## src/rtl/stream_demultiplexer_pkg.sv

```systemverilog
// Shared constants, channel state encoding and select-decode helper for the
// stream demultiplexer slice.
//   DATA_W : width of one data beat
//   SEL_W  : select width, N_OUT = 2**SEL_W channels
//   CNT_W  : width of each per-channel transfer counter
// Optional feature macro: DEMUX_COUNT_EN (per-channel drain counters).
package stream_demultiplexer_pkg;

  localparam int unsigned DATA_W  = 2;
  localparam int unsigned SEL_W   = 2;
  localparam int unsigned N_OUT   = 1 << SEL_W;
  localparam int unsigned CNT_W   = 8;

  // Flat bus widths, also used by the bench when slicing channel fields.
  localparam int unsigned DATA_BUS_W = N_OUT * DATA_W;
  localparam int unsigned CNT_BUS_W  = N_OUT * CNT_W;

  // Channel state equals out_valid of that channel.
  typedef enum logic {
    ST_EMPTY = 1'b0,
    ST_FULL  = 1'b1
  } slot_state_e;

  // One-hot decode of a channel select.
  function automatic logic [N_OUT-1:0] sel_onehot(input logic [SEL_W-1:0] sel);
    return N_OUT'(1) << sel;
  endfunction

endpackage

```

## src/rtl/stream_demultiplexer_if.sv

```systemverilog
// Stream demultiplexer bus: one input stream and N_OUT output channels.
//   in_valid/in_ready/in_data/in_sel : input beat handshake and destination
//   out_valid/out_ready              : per-channel handshake
//   out_data                         : channel k at [k*DATA_W +: DATA_W]
//   out_count                        : channel k at [k*CNT_W  +: CNT_W]
// master = source/sink side, slave = demultiplexer side.
interface stream_demultiplexer_if;
  import stream_demultiplexer_pkg::*;

  logic                  in_valid;
  logic                  in_ready;
  logic [DATA_W-1:0]     in_data;
  logic [SEL_W-1:0]      in_sel;
  logic [N_OUT-1:0]      out_valid;
  logic [N_OUT-1:0]      out_ready;
  logic [DATA_BUS_W-1:0] out_data;
  logic [CNT_BUS_W-1:0]  out_count;

  modport master (
    output in_valid, in_data, in_sel, out_ready,
    input  in_ready, out_valid, out_data, out_count
  );

  modport slave (
    input  in_valid, in_data, in_sel, out_ready,
    output in_ready, out_valid, out_data, out_count
  );

endinterface

```

## src/rtl/stream_demultiplexer_slot.sv

```systemverilog
// demux_slot: one-entry holding register for a single output channel, with its
// EMPTY/FULL state machine and, when DEMUX_COUNT_EN is defined, a wrapping
// drain counter.
//   clk, reset : clock, synchronous active-high reset
//   load       : accepted input beat addressed to this channel
//   in_data    : beat to capture on load
//   out_ready  : downstream ready
//   out_valid  : holding register full
//   out_data   : held beat
//   out_count  : completed drains (zero without DEMUX_COUNT_EN)
module demux_slot
  import stream_demultiplexer_pkg::*;
(
  input  logic              clk,
  input  logic              reset,
  input  logic              load,
  input  logic [DATA_W-1:0] in_data,
  input  logic              out_ready,
  output logic              out_valid,
  output logic [DATA_W-1:0] out_data,
  output logic [CNT_W-1:0]  out_count
);

  slot_state_e       state_q, state_d;
  logic [DATA_W-1:0] data_q;
  logic              drain_c;

  // State register.
  always_ff @(posedge clk) begin
    if (reset) state_q <= ST_EMPTY;
    else       state_q <= state_d;
  end

  // Next state; a load while full only happens when the slot drains the same
  // cycle, so the slot stays FULL with the new beat and no bubble.
  always_comb begin
    state_d = state_q;
    drain_c = 1'b0;
    unique case (state_q)
      ST_EMPTY: begin
        if (load) state_d = ST_FULL;
      end
      ST_FULL: begin
        drain_c = out_ready;
        if (load)           state_d = ST_FULL;
        else if (out_ready) state_d = ST_EMPTY;
      end
      default: state_d = ST_EMPTY;
    endcase
  end

  // Holding register; stable while full and stalled because load is gated upstream.
  always_ff @(posedge clk) begin
    if (reset)     data_q <= '0;
    else if (load) data_q <= in_data;
  end

  assign out_valid = (state_q == ST_FULL);
  assign out_data  = data_q;

`ifdef DEMUX_COUNT_EN
  logic [CNT_W-1:0] count_q;

  // Drain counter, wraps modulo 2**CNT_W.
  always_ff @(posedge clk) begin
    if (reset)        count_q <= '0;
    else if (drain_c) count_q <= count_q + CNT_W'(1);
  end

  assign out_count = count_q;
`else
  logic unused_drain;
  assign unused_drain = drain_c;
  assign out_count    = '0;
`endif

endmodule

```

## src/rtl/stream_demultiplexer.sv

```systemverilog
// stream_demultiplexer: routes one DATA_W-bit stream to one of N_OUT channels
// selected per beat by in_sel. Each channel is an independent one-entry slot,
// so a stalled channel blocks only beats addressed to it.
//   clk, reset : clock, synchronous active-high reset
//   s          : stream_demultiplexer_if.slave (input stream, output channels)
// Optional feature macro: DEMUX_COUNT_EN (per-channel drain counters on out_count).
module stream_demultiplexer
  import stream_demultiplexer_pkg::*;
(
  input  logic                  clk,
  input  logic                  reset,
  stream_demultiplexer_if.slave s
);

  logic [N_OUT-1:0]      valid_w;
  logic [DATA_BUS_W-1:0] data_w;
  logic [CNT_BUS_W-1:0]  count_w;
  logic [N_OUT-1:0]      load_c;
  logic                  in_ready_c;

  // Input is ready when the addressed slot is empty or draining this cycle.
  always_comb begin
    in_ready_c = ~valid_w[s.in_sel] | s.out_ready[s.in_sel];
  end

  // Select decode; at most one slot loads per cycle.
  always_comb begin
    load_c = '0;
    if (s.in_valid && in_ready_c) load_c = sel_onehot(s.in_sel);
  end

  for (genvar k = 0; k < N_OUT; k++) begin : g_slot
    demux_slot u_slot (
      .clk       (clk),
      .reset     (reset),
      .load      (load_c[k]),
      .in_data   (s.in_data),
      .out_ready (s.out_ready[k]),
      .out_valid (valid_w[k]),
      .out_data  (data_w[k*DATA_W +: DATA_W]),
      .out_count (count_w[k*CNT_W +: CNT_W])
    );
  end

  assign s.in_ready  = in_ready_c;
  assign s.out_valid = valid_w;
  assign s.out_data  = data_w;
  assign s.out_count = count_w;

endmodule

```

## src/flat_wrapper.sv

```systemverilog
// flat-port wrapper written by rule: the top's interface ports become plain ports
module stream_demultiplexer_flat import stream_demultiplexer_pkg::*;
  (clk, reset, s_in_valid, s_in_data, s_in_sel, s_out_ready, s_in_ready, s_out_valid, s_out_data, s_out_count);
  stream_demultiplexer_if s_i ();
  input  logic clk;
  input  logic reset;
  input wire logic [$bits(s_i.in_valid)-1:0] s_in_valid;
  input wire logic [$bits(s_i.in_data)-1:0] s_in_data;
  input wire logic [$bits(s_i.in_sel)-1:0] s_in_sel;
  input wire logic [$bits(s_i.out_ready)-1:0] s_out_ready;
  output wire logic [$bits(s_i.in_ready)-1:0] s_in_ready;
  output wire logic [$bits(s_i.out_valid)-1:0] s_out_valid;
  output wire logic [$bits(s_i.out_data)-1:0] s_out_data;
  output wire logic [$bits(s_i.out_count)-1:0] s_out_count;
  assign s_i.in_valid = s_in_valid;
  assign s_i.in_data = s_in_data;
  assign s_i.in_sel = s_in_sel;
  assign s_i.out_ready = s_out_ready;
  assign s_in_ready = s_i.in_ready;
  assign s_out_valid = s_i.out_valid;
  assign s_out_data = s_i.out_data;
  assign s_out_count = s_i.out_count;
  stream_demultiplexer u_core (.clk(clk), .reset(reset), .s(s_i));
endmodule
```

## config.mk

```make
export PLATFORM = sky130hd
export DESIGN_NAME = stream_demultiplexer_flat
export DESIGN_NICKNAME = d
export VERILOG_FILES = /design/src/rtl/stream_demultiplexer_pkg.sv /design/src/rtl/stream_demultiplexer_if.sv /design/src/rtl/stream_demultiplexer_slot.sv /design/src/rtl/stream_demultiplexer.sv /design/src/flat_wrapper.sv
export SDC_FILE = /design/constraint.sdc
export NUM_CORES = 1
export LEC_CHECK = 0
export ABC_AREA = 1
export ABC_CLOCK_PERIOD_IN_PS = 1350
export BUFFER_PORTS_ARGS = -buffer_cell sky130_fd_sc_hd__buf_2
export CAP_MARGIN = 20
export CELL_PAD_IN_SITES_DETAIL_PLACEMENT = 0
export CELL_PAD_IN_SITES_GLOBAL_PLACEMENT = 2
export CORE_ASPECT_RATIO = 0.5
export CORE_MARGIN = 2
export CORE_UTILIZATION = 20
export CTS_CLUSTER_SIZE = 14
export DETAILED_ROUTE_END_ITERATION = 7
export PLACE_DENSITY_LB_ADDON = 0.1
export SLEW_MARGIN = 20
export SYNTH_ARGS = -nofsm -noshare
export SYNTH_HDL_FRONTEND = slang
export SYNTH_SLANG_ARGS = --single-unit
```

## constraint.sdc

```tcl
create_clock -name clk -period 1.35 [get_ports clk]
set_clock_uncertainty 0.1 [all_clocks]
set_input_delay 0.135 -clock clk [delete_from_list [all_inputs] [get_ports clk]]
set_output_delay 0.135 -clock clk [all_outputs]
set_load 0.1 [all_outputs]
```

# [Yosys cells after proc, flatten, opt, wreduce, memory -nomap -nowiden]
# Index checks and enable logic that the tools add are counted.
[word_totals] mem_count=0 regBits=12 latch_bits=0 elab_cells=38 out_inout_bits=45 romBits=0 ramBits=0 input_bits=11
[classes] n_lt_le_gt_ge=1 mul=0 bitwise_logic=6 muxes=21 shifts=1 reduce_logical=1 div=0 eq_ne=0 add_sub_neg=0
[ops] op="2-to-1 mux 1 bit" count=14
[ops] op="one-hot mux 1 bit (2 select lines)" count=4
[ops] op="inverter 1 bit" count=5
[ops] op="binary-select mux 1 bit (select 2 bit)" count=2
[ops] op="2-to-1 mux 4 bit" count=1
[ops] op="left shift 1 x 2 -> 4 bit, first input constant" count=1
[ops] op="< comparator 2 x 3 -> 1 bit, second input constant" count=1
[ops] op="logical AND 1 bit" count=1
[ops] op="bitwise OR 1 bit" count=1

# [Longest topological paths before layout]
# Gate-level depths: netlist (run 1).
[logic_depth] word_depth=8 mapped_depth=12 mapped_depth_nobuf=10

# [Cells and area by module]
# A second synthesis (run 1) with hierarchy kept.
[hier_totals] cells_unflattened=122 hier_area_um2=854.6
[by_module_without_submodules] module="demux_slot" cells_per_inst=23 n_inst=4 area_each_um2=172.7 seq_area_each_um2=60.1
[by_module_without_submodules] module="stream_demultiplexer" cells_per_inst=30 n_inst=1 area_each_um2=163.9 seq_area_each_um2=0.0

# [Worst setup path before layout (run 1)]
# Ideal clock, no wire load.
[synth_timing] kind="register to register" startpoint="register u_core.g_slot[0].u_slot.out_data[0] (netlist name)" endpoint="register u_core.g_slot[0].u_slot.data_q[0]" setup_time_ps=64 synth_period_minus_slack_ps=1370 path_buffers=0 arrival_ps=1206 path_stages_with_launch=5 t_required_ps=1186 slack_ps=-20 path_cell_list="dfxtp_1 -> inv_1 -> nand2_1 -> inv_1 -> nor2_1"
[synth_rtl] element="to (signal assigned)" line="stream_demultiplexer_slot.sv:55" text="else if (load) data_q <= in_data;"
[synth_rtl] element="to (decl)" line="stream_demultiplexer_slot.sv:25" text="logic [DATA_W-1:0] data_q;"

# [Worst setup path after layout (run 1)]
[layout_timing] startpoint="register u_core.g_slot[1].u_slot.state_q" endpoint="output port s_in_ready"
[layout_via] elab_chain_len=4
[layout_rtl] element="from (decl)" line="stream_demultiplexer_slot.sv:24" text="slot_state_e state_q, state_d;"
[layout_rtl] element="from (signal assigned)" line="stream_demultiplexer_slot.sv:31" text="else state_q <= state_d;"
[layout_rtl] element="binary-select mux 1 bit (select 2 bit)" line="stream_demultiplexer.sv:23" text="in_ready_c = ~valid_w[s.in_sel] | s.out_ready[s.in_sel];"
[layout_rtl] element="2-to-1 mux 1 bit (implied by the code)" line="stream_demultiplexer.sv:23"
[layout_rtl] element="inverter 1 bit" line="stream_demultiplexer.sv:23"
[layout_rtl] element="bitwise OR 1 bit" line="stream_demultiplexer.sv:23"
[layout_rtl] element="to (decl)" line="flat_wrapper.sv:11" text="output wire logic [$bits(s_i.in_ready)-1:0] s_in_ready;"
# Every way passes these cells. The select of a mux whose other input is x is not followed.

==> qor.csv, run 1 <==
stage,metric,value,unit
clock_network,htree_levels,1,
critical_path,cpMaxStageDelayCell,dfxtp_2,
critical_path,crit_end,s_in_ready,
logic_synthesis,ys_ff_latch,12,
die,coreArea,0.00445,mm2
critical_path,rrSetupSlack,0.03,ns
logic_synthesis,async_flop_share,0,%
logic_synthesis,synth_top_area_share,28.8,%
critical_path,worstPathRequired,1.12,ns
place,port_buffers,23,
status,violations,setup timing,
place,dpl.hpwl,1680,um
sta,setup_tns,-0.0442,ns
routing,drt_iter0_markers,61,
clock_network,clk_path_buf_depth,2,
routing,ant_nets,0,
place,dpl.cell_count,223,
die,dieArea,0.00528,mm2
pwr,peakVddDrop,0.284,mV
critical_path,crit_path_cell_trace,nand2_1 -> nand2_1 -> nand2_1 -> nand2_1 -> nand2_2 -> buf_12 -> buf_12,
sta,min_period,1.39,ns
logic_synthesis,synth_top_family_by_area,buffers and inverters,
critical_path,start_kind,flip-flop,
sta,drv_slew,0,
die,pin_count,56,
critical_path,cp_max_fo,2,
logic_synthesis,synth_xor_area_share,0,%
routing,vias,785,
sta,hold_viol_final,0,
routing,via_per_inst,3.44,
die,die_y,52.4,um
logic_synthesis,synth_compound_gate_area_share,2.14,%
clock_network,clkLatencyLatePin,0.24,ns
critical_path,crit_top_cell,nand2_1,
sta,fin_ws,-0.0442,ns
sta,finalCritPeriodShare,103,%
cells_and_area,layout-drive-gt1-share,31.0,%
logic_synthesis,yosysMostFrequentCell,buf_4,
critical_path,r2r_start,u_core.g_slot[1].u_slot.out_valid,
global_routing,grt_pass1_vias,687,
logic_synthesis,post_synth.cell_area_avg,6.55,um2
logic_synthesis,synth_fa_ha_area_share,0,%
critical_path,cp.arrival,1.16,ns
cells_and_area,nFillCells,506,
routing,first_pass_iters,4,
clock_network,cts.sinks,12,
pwr,power_density,1230,mW/mm2
global_routing,grt_pass1_wl,3370,um
die,row_count,17,
critical_path,max_stage_delay,0.33,ns
cells_and_area,regArea,255,um2
logic_synthesis,synth_top_area_cell,buf_4,
routing,drc_errors,0,
place,place_ws,0.0418,ns
logic_synthesis,synth_warnings,0,
sta,rsz0062_at_grt,true,
clock_network,cts_root_buf,clkbuf_8,
routing,wl,2110,um
logic_synthesis,synthTopCellsByCount,"36 x buf_4, 33 x nand2_1, 25 x inv_1",
pwr,leakage,0.654,nW
place,place.gp.congestion,0.675,
cells_and_area,design_area,0.00115,mm2
min_path,hold_path.class,primary input to flip-flop,
clock_network,clk_pin_slew,0.05,ns
die,fp.dieW,101,um
cells_and_area,multiInputGateArea,418,um2
logic_synthesis,syn-cell-area,937,um2
clock_network,cts_made_buffers,3,
global_routing,overflow,0,
pwr,report.power.total,1.41,mW
flow_run,cap_viol_max_count,0,
cells_and_area,area_delta_synth_final,22.3,%
logic_synthesis,synth_edf_count,0,
logic_synthesis,synth-seq-area-share,25.6,%
logic_synthesis,synth_ff_type,dfxtp_1,
sta,hold-worst-slack,0.0444,ns
routing,wl_per_cell,9.25,um
critical_path,cp-startpoint,u_core.g_slot[1].u_slot.out_valid,
logic_synthesis,synth.area.top_cells,"buf_4 29%, dfxtp_1 26%, nand2_1 13%",
logic_synthesis,synth_cells,143,
sta,fmax,0.717,GHz
cells_and_area,final_nets,184,
status,status,"complete, but fails checks",
critical_path,worstRegToRegCells,11,
logic_synthesis,synth.distinct_cells,15,
global_routing,antenna_found_initial,0,
critical_path,r2r-end,u_core.g_slot[2].u_slot.out_data[0],
cells_and_area,n_antenna_cell,0,
place,placed_area,0.00108,mm2
critical_path,path_class,flip-flop to output pin,
logic_synthesis,yosys.area_share.simple,29.6,%
logic_synthesis,synthMuxAreaShare,0,%
clock_network,cts_tree,yes,
cells_and_area,final_cells,228,
sta,setup-violations-final,1,
critical_path,critPathCaptureType,output pin,
die,initial_core_util,21.1,%
global_routing,grt_max_degree,13,
cells_and_area,fin_util,25.8,%
global_routing,grt_usage,8.59,%
## registers in the layout (all words and copies together) (netlist names)
| register | count |
|---|---|
| u_core.g_slot.u_slot.out_valid | 4 |
| u_core.g_slot.u_slot.out_data | 8 |
## metal layers
| layer | global-route usage [%] | wire length, um | part of all wire, % | up-vias |
|---|---|---|---|---|
| met5 | 0 | 0 | 0 | - |
| met4 | 2.74 | 31 | 1.5 | 0 |
| met3 | 3.07 | 201 | 9.5 | 2 |
| met2 | 12.8 | 819 | 39 | 42 |
| met1 | 11.6 | 1060 | 50 | 325 |
| li1 | - | - | - | 416 |
## how the worst min path moves through the flow
stage / start / endpoint / slack [ns] / cells past startpoint
final: reset / u_core.g_slot[1].u_slot.out_valid / 0.04 / 2
after global routing: reset / u_core.g_slot[3].u_slot.out_valid / 0.05 / 2
after CTS: reset / u_core.g_slot[1].u_slot.out_valid / 0.04 / 2
after detailed placement: reset / u_core.g_slot[1].u_slot.out_valid / 0.31 / 2
after global placement: reset / u_core.g_slot[1].u_slot.out_valid / 0.32 / 2
after floorplan: reset / u_core.g_slot[0].u_slot.out_valid / 0.10 / 1
## logic make-up after synthesis
logic type,after synthesis
AOI/OAI and AO/OA,4
buffers and inverters,65
and+or+nand+nor,61
DFF,12
other,1
## layout by cell type, fill, tap and decap left out
cell / Yosys / final
dfxtp_2: 0 / 12
inv_1: 25 / 25
conb_1: 1 / 32
buf_4: 36 / 9
nand3_1: 6 / 6
nor2_1: 10 / 10
inv_2: 1 / 1
nand2_2: 1 / 1
nand2_1: 33 / 33
nor2_2: 2 / 2
nand3_4: 1 / 1
nand4_1: 8 / 8
buf_12: 0 / 5
clkbuf_8: 0 / 3
a21oi_1: 4 / 4
buf_2: 1 / 19
## report_power, final
part	switching, mW	total [mW]	internal (mW)	leakage (nW)
clock network	0.134	0.330	0.197	0.0216
registers	0.00783	0.383	0.376	0.103
logic	0.612	0.698	0.0855	0.529
## worst max-delay path: cells and delay by family (launching register included)
family	cells	cell delay (ns)
buffers and inverters	2	0.28
DFF	1	0.33
and+or+nand+nor	5	0.30
## layout make-up
type / instances / share of cell area, %
Clock buffer: 3 / 3.60
Inverter: 26 / 8.52
Multi-Input combinational cell: 97 / 36.5
Sequential cell: 12 / 22.3
Tap cell: 57 / 6.22
Timing Repair Buffer: 33 / 22.9
## timing repair
action | 4_1_cts | 5_1_grt
resized for setup | 4 | 0
hold buffers | 0 | 0
endpoints found under the setup margin | 1 | 10
setup buffers | 2 | 0
pin swaps | 3 | 2
Note: power is estimated with default switching activity, not from simulation.
==> run 2: changes to the inputs <==
--- a/config.mk
+++ b/config.mk
@@ -6,7 +6,7 @@
 export NUM_CORES = 1
 export LEC_CHECK = 0
 export ABC_AREA = 1
-export ABC_CLOCK_PERIOD_IN_PS = 1350
+export ABC_CLOCK_PERIOD_IN_PS = 1600
 export BUFFER_PORTS_ARGS = -buffer_cell sky130_fd_sc_hd__buf_2
 export CAP_MARGIN = 20
 export CELL_PAD_IN_SITES_DETAIL_PLACEMENT = 0
@@ -17,6 +17,7 @@
 export CTS_CLUSTER_SIZE = 14
 export DETAILED_ROUTE_END_ITERATION = 7
 export PLACE_DENSITY_LB_ADDON = 0.1
+export RECOVER_POWER = 50
 export SLEW_MARGIN = 20
 export SYNTH_ARGS = -nofsm -noshare
 export SYNTH_HDL_FRONTEND = slang
==> constraint.sdc (replaced) <==
create_clock -name clk -period 1.6 [get_ports clk]
set_clock_uncertainty 0.1 [all_clocks]
set_input_delay 0.16 -clock clk [delete_from_list [all_inputs] [get_ports clk]]
set_output_delay 0.16 -clock clk [all_outputs]
set_load 0.1 [all_outputs]
==> qor.csv, run 2 (synthesis gave the netlist of run 1 again) <==
stage,metric,value,unit
die,row_count,17,
global_routing,grt_usage,8.03,%
pwr,peakVddDrop,0.291,mV
routing,first_pass_iters,6,
cells_and_area,mostFrequentLayoutCell,nand2_1,
flow_run,cap_viol_max_count,0,
routing,ant_nets,0,
critical_path,cp_max_fo,6,
critical_path,worstPathRequired,1.34,ns
routing,drt_iter0_markers,18,
min_path,min_to,u_core.g_slot[0].u_slot.out_valid,
cells_and_area,final_nets,178,
min_path,min_delay_path_depth,2,
cells_and_area,fin_util,23.0,%
pwr,leakage,0.600,nW
min_path,hold_path.class,primary input to flip-flop,
die,coreArea,0.00445,mm2
place,port_buffers,23,
die,die_y,52.4,um
global_routing,grt_max_degree,13,
sta,slew_headroom,63.9,%
global_routing,overflow,0,
critical_path,rrSetupSlack,0.22,ns
place,place.gp.congestion,0.689,
sta,hold_viol_final,0,
cells_and_area,layout-drive-gt1-share,22.4,%
clock_network,cts_root_buf,clkbuf_8,
sta,fmax,0.669,GHz
status,status,finished clean,
cells_and_area,n_antenna_cell,0,
sta,worst_pin_slew,0.543,ns
cells_and_area,largest_reg_flops,8,
sta,setup_tns,0,ns
die,fp.dieW,101,um
cells_and_area,final_cell_mix,"33 x nand2_1, 32 x conb_1, 25 x inv_1",
critical_path,path_class,flip-flop to output pin,
min_path,hp-start,reset,
sta,hold-worst-slack,0.0416,ns
critical_path,r2r_start,u_core.g_slot[3].u_slot.out_valid,
clock_network,htree_levels,1,
sta,finalCritPeriodShare,93.4,%
routing,wl,1990,um
sta,min_period,1.49,ns
critical_path,cp.arrival,1.23,ns
clock_network,cts.sinks,12,
global_routing,antenna_found_initial,0,
critical_path,critPathCaptureType,output pin,
clock_network,cts_hold_buf,0,
clock_network,clk_pin_slew,0.05,ns
pwr,power_density,1130,mW/mm2
routing,via_per_inst,3.50,
critical_path,worstRegToRegCells,10,
global_routing,grt_pass1_vias,650,
routing,drc_errors,0,
clock_network,cts_tree,yes,
die,pin_count,56,
sta,setup-violations-final,0,
critical_path,start_kind,flip-flop,
critical_path,r2r-end,u_core.g_slot[2].u_slot.out_data[1],
critical_path,cp-startpoint,u_core.g_slot[3].u_slot.out_valid,
routing,vias,778,
routing,wl_per_cell,8.95,um
global_routing,grt_pass1_wl,3110,um
place,dpl.cell_count,217,
cells_and_area,area_delta_synth_final,9.08,%
cells_and_area,final_cells,222,
clock_network,clk_path_buf_depth,2,
clock_network,clkLatencyLatePin,0.24,ns
clock_network,cts_made_buffers,3,
die,initial_core_util,21.1,%
sta,drv_slew,0,
sta,rsz0062_at_grt,false,
place,dpl.hpwl,1620,um
die,dieArea,0.00528,mm2
[run 2: changes by cell type in the layout (fill, tap and decap cells not counted), sizes merged]
cell / change
buf: -16
clkbuf: +10
[run 2: final cells by class]
| type | instances | area [um2] |
|---|---|---|
| fill | 523 | 3420 |
| multi-input combinational | 97 | 410 |
| sequential | 12 | 245 |
| timing repair buffer | 27 | 156 |
| inverter | 26 | 97.6 |
| tap | 57 | 71.3 |
| clock buffer | 3 | 41.3 |
[run 2: power breakdown]
| group | leakage, nW | switching, mW | internal (mW) |
|---|---|---|---|
| clock network | 0.0216 | 0.109 | 0.166 |
| logic | 0.478 | 0.510 | 0.0509 |
| registers | 0.0998 | 0.00750 | 0.315 |
| total | 0.600 | 0.626 | 0.532 |
[run 2: worst max-delay path by stage]
| stage | end | slack, ns |
|---|---|---|
| floorplan | u_core.g_slot[0].u_slot.out_data[0] | 0.23 |
| global route | s_in_ready | 0.03 |
| global placement | s_in_ready | 0.17 |
| CTS | s_in_ready | 0.003 |
| finish | s_in_ready | 0.11 |
| detailed placement | s_in_ready | 0.19 |
[run 2: metrics by stage]
stage	setup WS, ns	instance area [um2]	power, mW
floorplan	0.230	1050	0.906
detailed placement	0.192	972	0.889
finish	0.106	1020	1.16
global route	0.0318	1020	1.23
CTS	0.00312	1010	1.18
global placement	0.170	972	0.892
[run 2: metal layers]
metal	global-route usage [%]	part of all wire (%)	up-vias
li1	-	-	405
met3	3.60	12	2
met4	2.74	0.96	0
met2	12.3	39	42
met1	10.0	48	329
met5	0	0	-
[run 2: worst max-delay path: stages (launching register included)]
cell	delay, ns
dfxtp_2	0.33
nand2_1	0.06
nand2_1	0.06
nand2_1	0.04
nand2_1	0.10
nand2_4	0.07
buf_4	0.16
buf_12	0.16
[run 2: what timing repair did]
action | 4_1_cts | 5_1_grt
endpoints found under the setup margin | 0 | 1
resized for setup | 0 | 5
setup buffers | 0 | 2
==> run 3: changes to the inputs <==
--- a/config.mk
+++ b/config.mk
@@ -6,7 +6,7 @@
 export NUM_CORES = 1
 export LEC_CHECK = 0
 export ABC_AREA = 1
-export ABC_CLOCK_PERIOD_IN_PS = 1600
+export ABC_CLOCK_PERIOD_IN_PS = 1500
 export BUFFER_PORTS_ARGS = -buffer_cell sky130_fd_sc_hd__buf_2
 export CAP_MARGIN = 20
 export CELL_PAD_IN_SITES_DETAIL_PLACEMENT = 0
==> constraint.sdc (replaced) <==
create_clock -name clk -period 1.5 [get_ports clk]
set_clock_uncertainty 0.1 [all_clocks]
set_input_delay 0.15 -clock clk [delete_from_list [all_inputs] [get_ports clk]]
set_output_delay 0.15 -clock clk [all_outputs]
set_load 0.1 [all_outputs]
==> qor.csv, run 3 (synthesis gave the netlist of run 1 again) <==
stage,metric,value,unit
die,fp.dieW,101,um
die,row_count,17,
clock_network,htree_levels,1,
cells_and_area,nFillCells,517,
min_path,hp-start,reset,
critical_path,worstRegToRegCells,10,
global_routing,antenna_found_initial,0,
pwr,power_density,1220,mW/mm2
global_routing,grt_max_degree,13,
routing,wl_met2,752,um
sta,fin_ws,0.105,ns
die,die_y,52.4,um
pwr,peakVddDrop,0.275,mV
pwr,leakage,0.593,nW
cells_and_area,mostFrequentLayoutCell,nand2_1,
global_routing,grt_usage,7.80,%
cells_and_area,area_delta_synth_final,9.21,%
routing,wl_per_cell,8.96,um
cells_and_area,design_area,0.00102,mm2
cells_and_area,regArea,245,um2
clock_network,cts_setup_buffers,0,
cells_and_area,final_cell_mix,"33 x nand2_1, 32 x conb_1, 25 x inv_1",
routing,top_layer,met4,
clock_network,cts_tree,yes,
routing,drt_iter0_markers,32,
routing,wl_met3,204,um
die,initial_core_util,21.1,%
critical_path,cp_max_fo,11,
critical_path,r2r-end,u_core.g_slot[2].u_slot.out_data[1],
routing,first_pass_iters,4,
die,dieArea,0.00528,mm2
cells_and_area,fin_util,23.0,%
cells_and_area,multiInputGateArea,423,um2
place,port_buffers,23,
routing,wl,1970,um
cells_and_area,layout-drive-gt1-share,22.7,%
cells_and_area,final_nets,176,
min_path,hold_path.class,primary input to flip-flop,
critical_path,rrSetupSlack,0.21,ns
critical_path,r2r_start,u_core.g_slot[3].u_slot.out_valid,
critical_path,start_kind,flip-flop,
critical_path,cp.arrival,1.15,ns
sta,drv_slew,0,
place,place.gp.congestion,0.691,
routing,vias,761,
place,placed_area,980,um2
die,pin_count,56,
routing,via_per_inst,3.46,
clock_network,clkLatencyLatePin,0.24,ns
sta,rsz0062_at_grt,false,
sta,worst_pin_slew,0.543,ns
sta,setup_tns,0,ns
place,place_ws,0.160,ns
clock_network,cts.sinks,12,
cells_and_area,n_antenna_cell,0,
sta,setup-violations-final,0,
critical_path,path_class,flip-flop to output pin,
global_routing,overflow,0,
critical_path,worstPathRequired,1.25,ns
min_path,min_delay_path_depth,2,
cells_and_area,largest_reg_flops,8,
clock_network,clk_path_buf_depth,2,
flow_run,cap_viol_max_count,0,
sta,hold_viol_final,0,
place,dpl.hpwl,1640,um
clock_network,clk_pin_slew,0.05,ns
clock_network,cts_root_buf,clkbuf_8,
global_routing,grt_pass1_vias,610,
die,coreArea,0.00445,mm2
min_path,min_to,u_core.g_slot[0].u_slot.out_valid,
sta,finalCritPeriodShare,93.0,%
clock_network,cts_made_buffers,3,
sta,min_period,1.40,ns
global_routing,grt_pass1_wl,3040,um
routing,drc_errors,0,
sta,slew_headroom,64.0,%
critical_path,critPathCaptureType,output pin,
routing,wl_met1,980,um
sta,fmax,0.717,GHz
status,status,finished clean,
routing,ant_nets,0,
-- run 3: cell types whose count changed in the layout (fill, tap and decap cells not counted) --
cell      before  now
buf_4          3    2
nand3_4        0    1
buf_2         13   10
clkbuf_2       9   12
clkbuf_1       1    0
nand3_1        7    6
-- run 3: how the worst max path moves through the flow --
stage,depth (start not counted),slack [ns],startpoint,endpoint
2_1_floorplan,4,0.13,u_core.g_slot[0].u_slot.out_data[0],u_core.g_slot[0].u_slot.out_data[0]
3_3_place_gp,8,0.14,s_in_sel[1],s_in_ready
3_5_place_dp,8,0.16,s_in_sel[1],s_in_ready
4_1_cts,6,0.04,u_core.g_slot[3].u_slot.out_valid,s_in_ready
5_1_grt,6,0.006,u_core.g_slot[0].u_slot.out_valid,s_in_ready
6_report,6,0.10,u_core.g_slot[3].u_slot.out_valid,s_in_ready
-- run 3: layout make-up --
cell class	instances	area share [%]
timing repair buffer	25	14.2
multi-input combinational	97	41.3
sequential	12	24.0
inverter	26	9.54
clock buffer	3	4.03
tap	57	6.97
-- run 3: per-stage QoR --
step	hold slack [ns]	instances	power (mW)
finish	0.0287	220	1.25
global route	0.0367	220	1.30
CTS	0.0309	220	1.27
detailed placement	0.298	218	0.951
global placement	0.293	218	0.953
floorplan	0.119	174	0.966
-- run 3: repair_timing --
item | CTS | global route
setup endpoints to repair | 1 | 5
gates resized for setup | 4 | 1
hold buffers | 0 | 0
-- run 3: routing by layer --
layer  vias up  global-route usage, %
met3         2                   2.80
met5         -                      0
met2        41                   10.7
met4         0                   3.42
li1        400                      -
met1       318                   10.8
-- run 3: where the power goes --
group | internal [mW] | switching (mW) | total [mW] | leakage, nW
Sequential | 0.336 | 0.00853 | 0.344 | 0.0998
Combinational | 0.0540 | 0.545 | 0.599 | 0.472
Clock | 0.177 | 0.124 | 0.302 | 0.0216
Total | 0.567 | 0.678 | 1.25 | 0.593
-- run 3: critical path: stages (launching register included) --
cell	delay, ns
dfxtp_2	0.33
nand2_1	0.05
nand2_1	0.06
nand2_1	0.04
nand2_1	0.10
nand2_4	0.11
buf_12	0.19
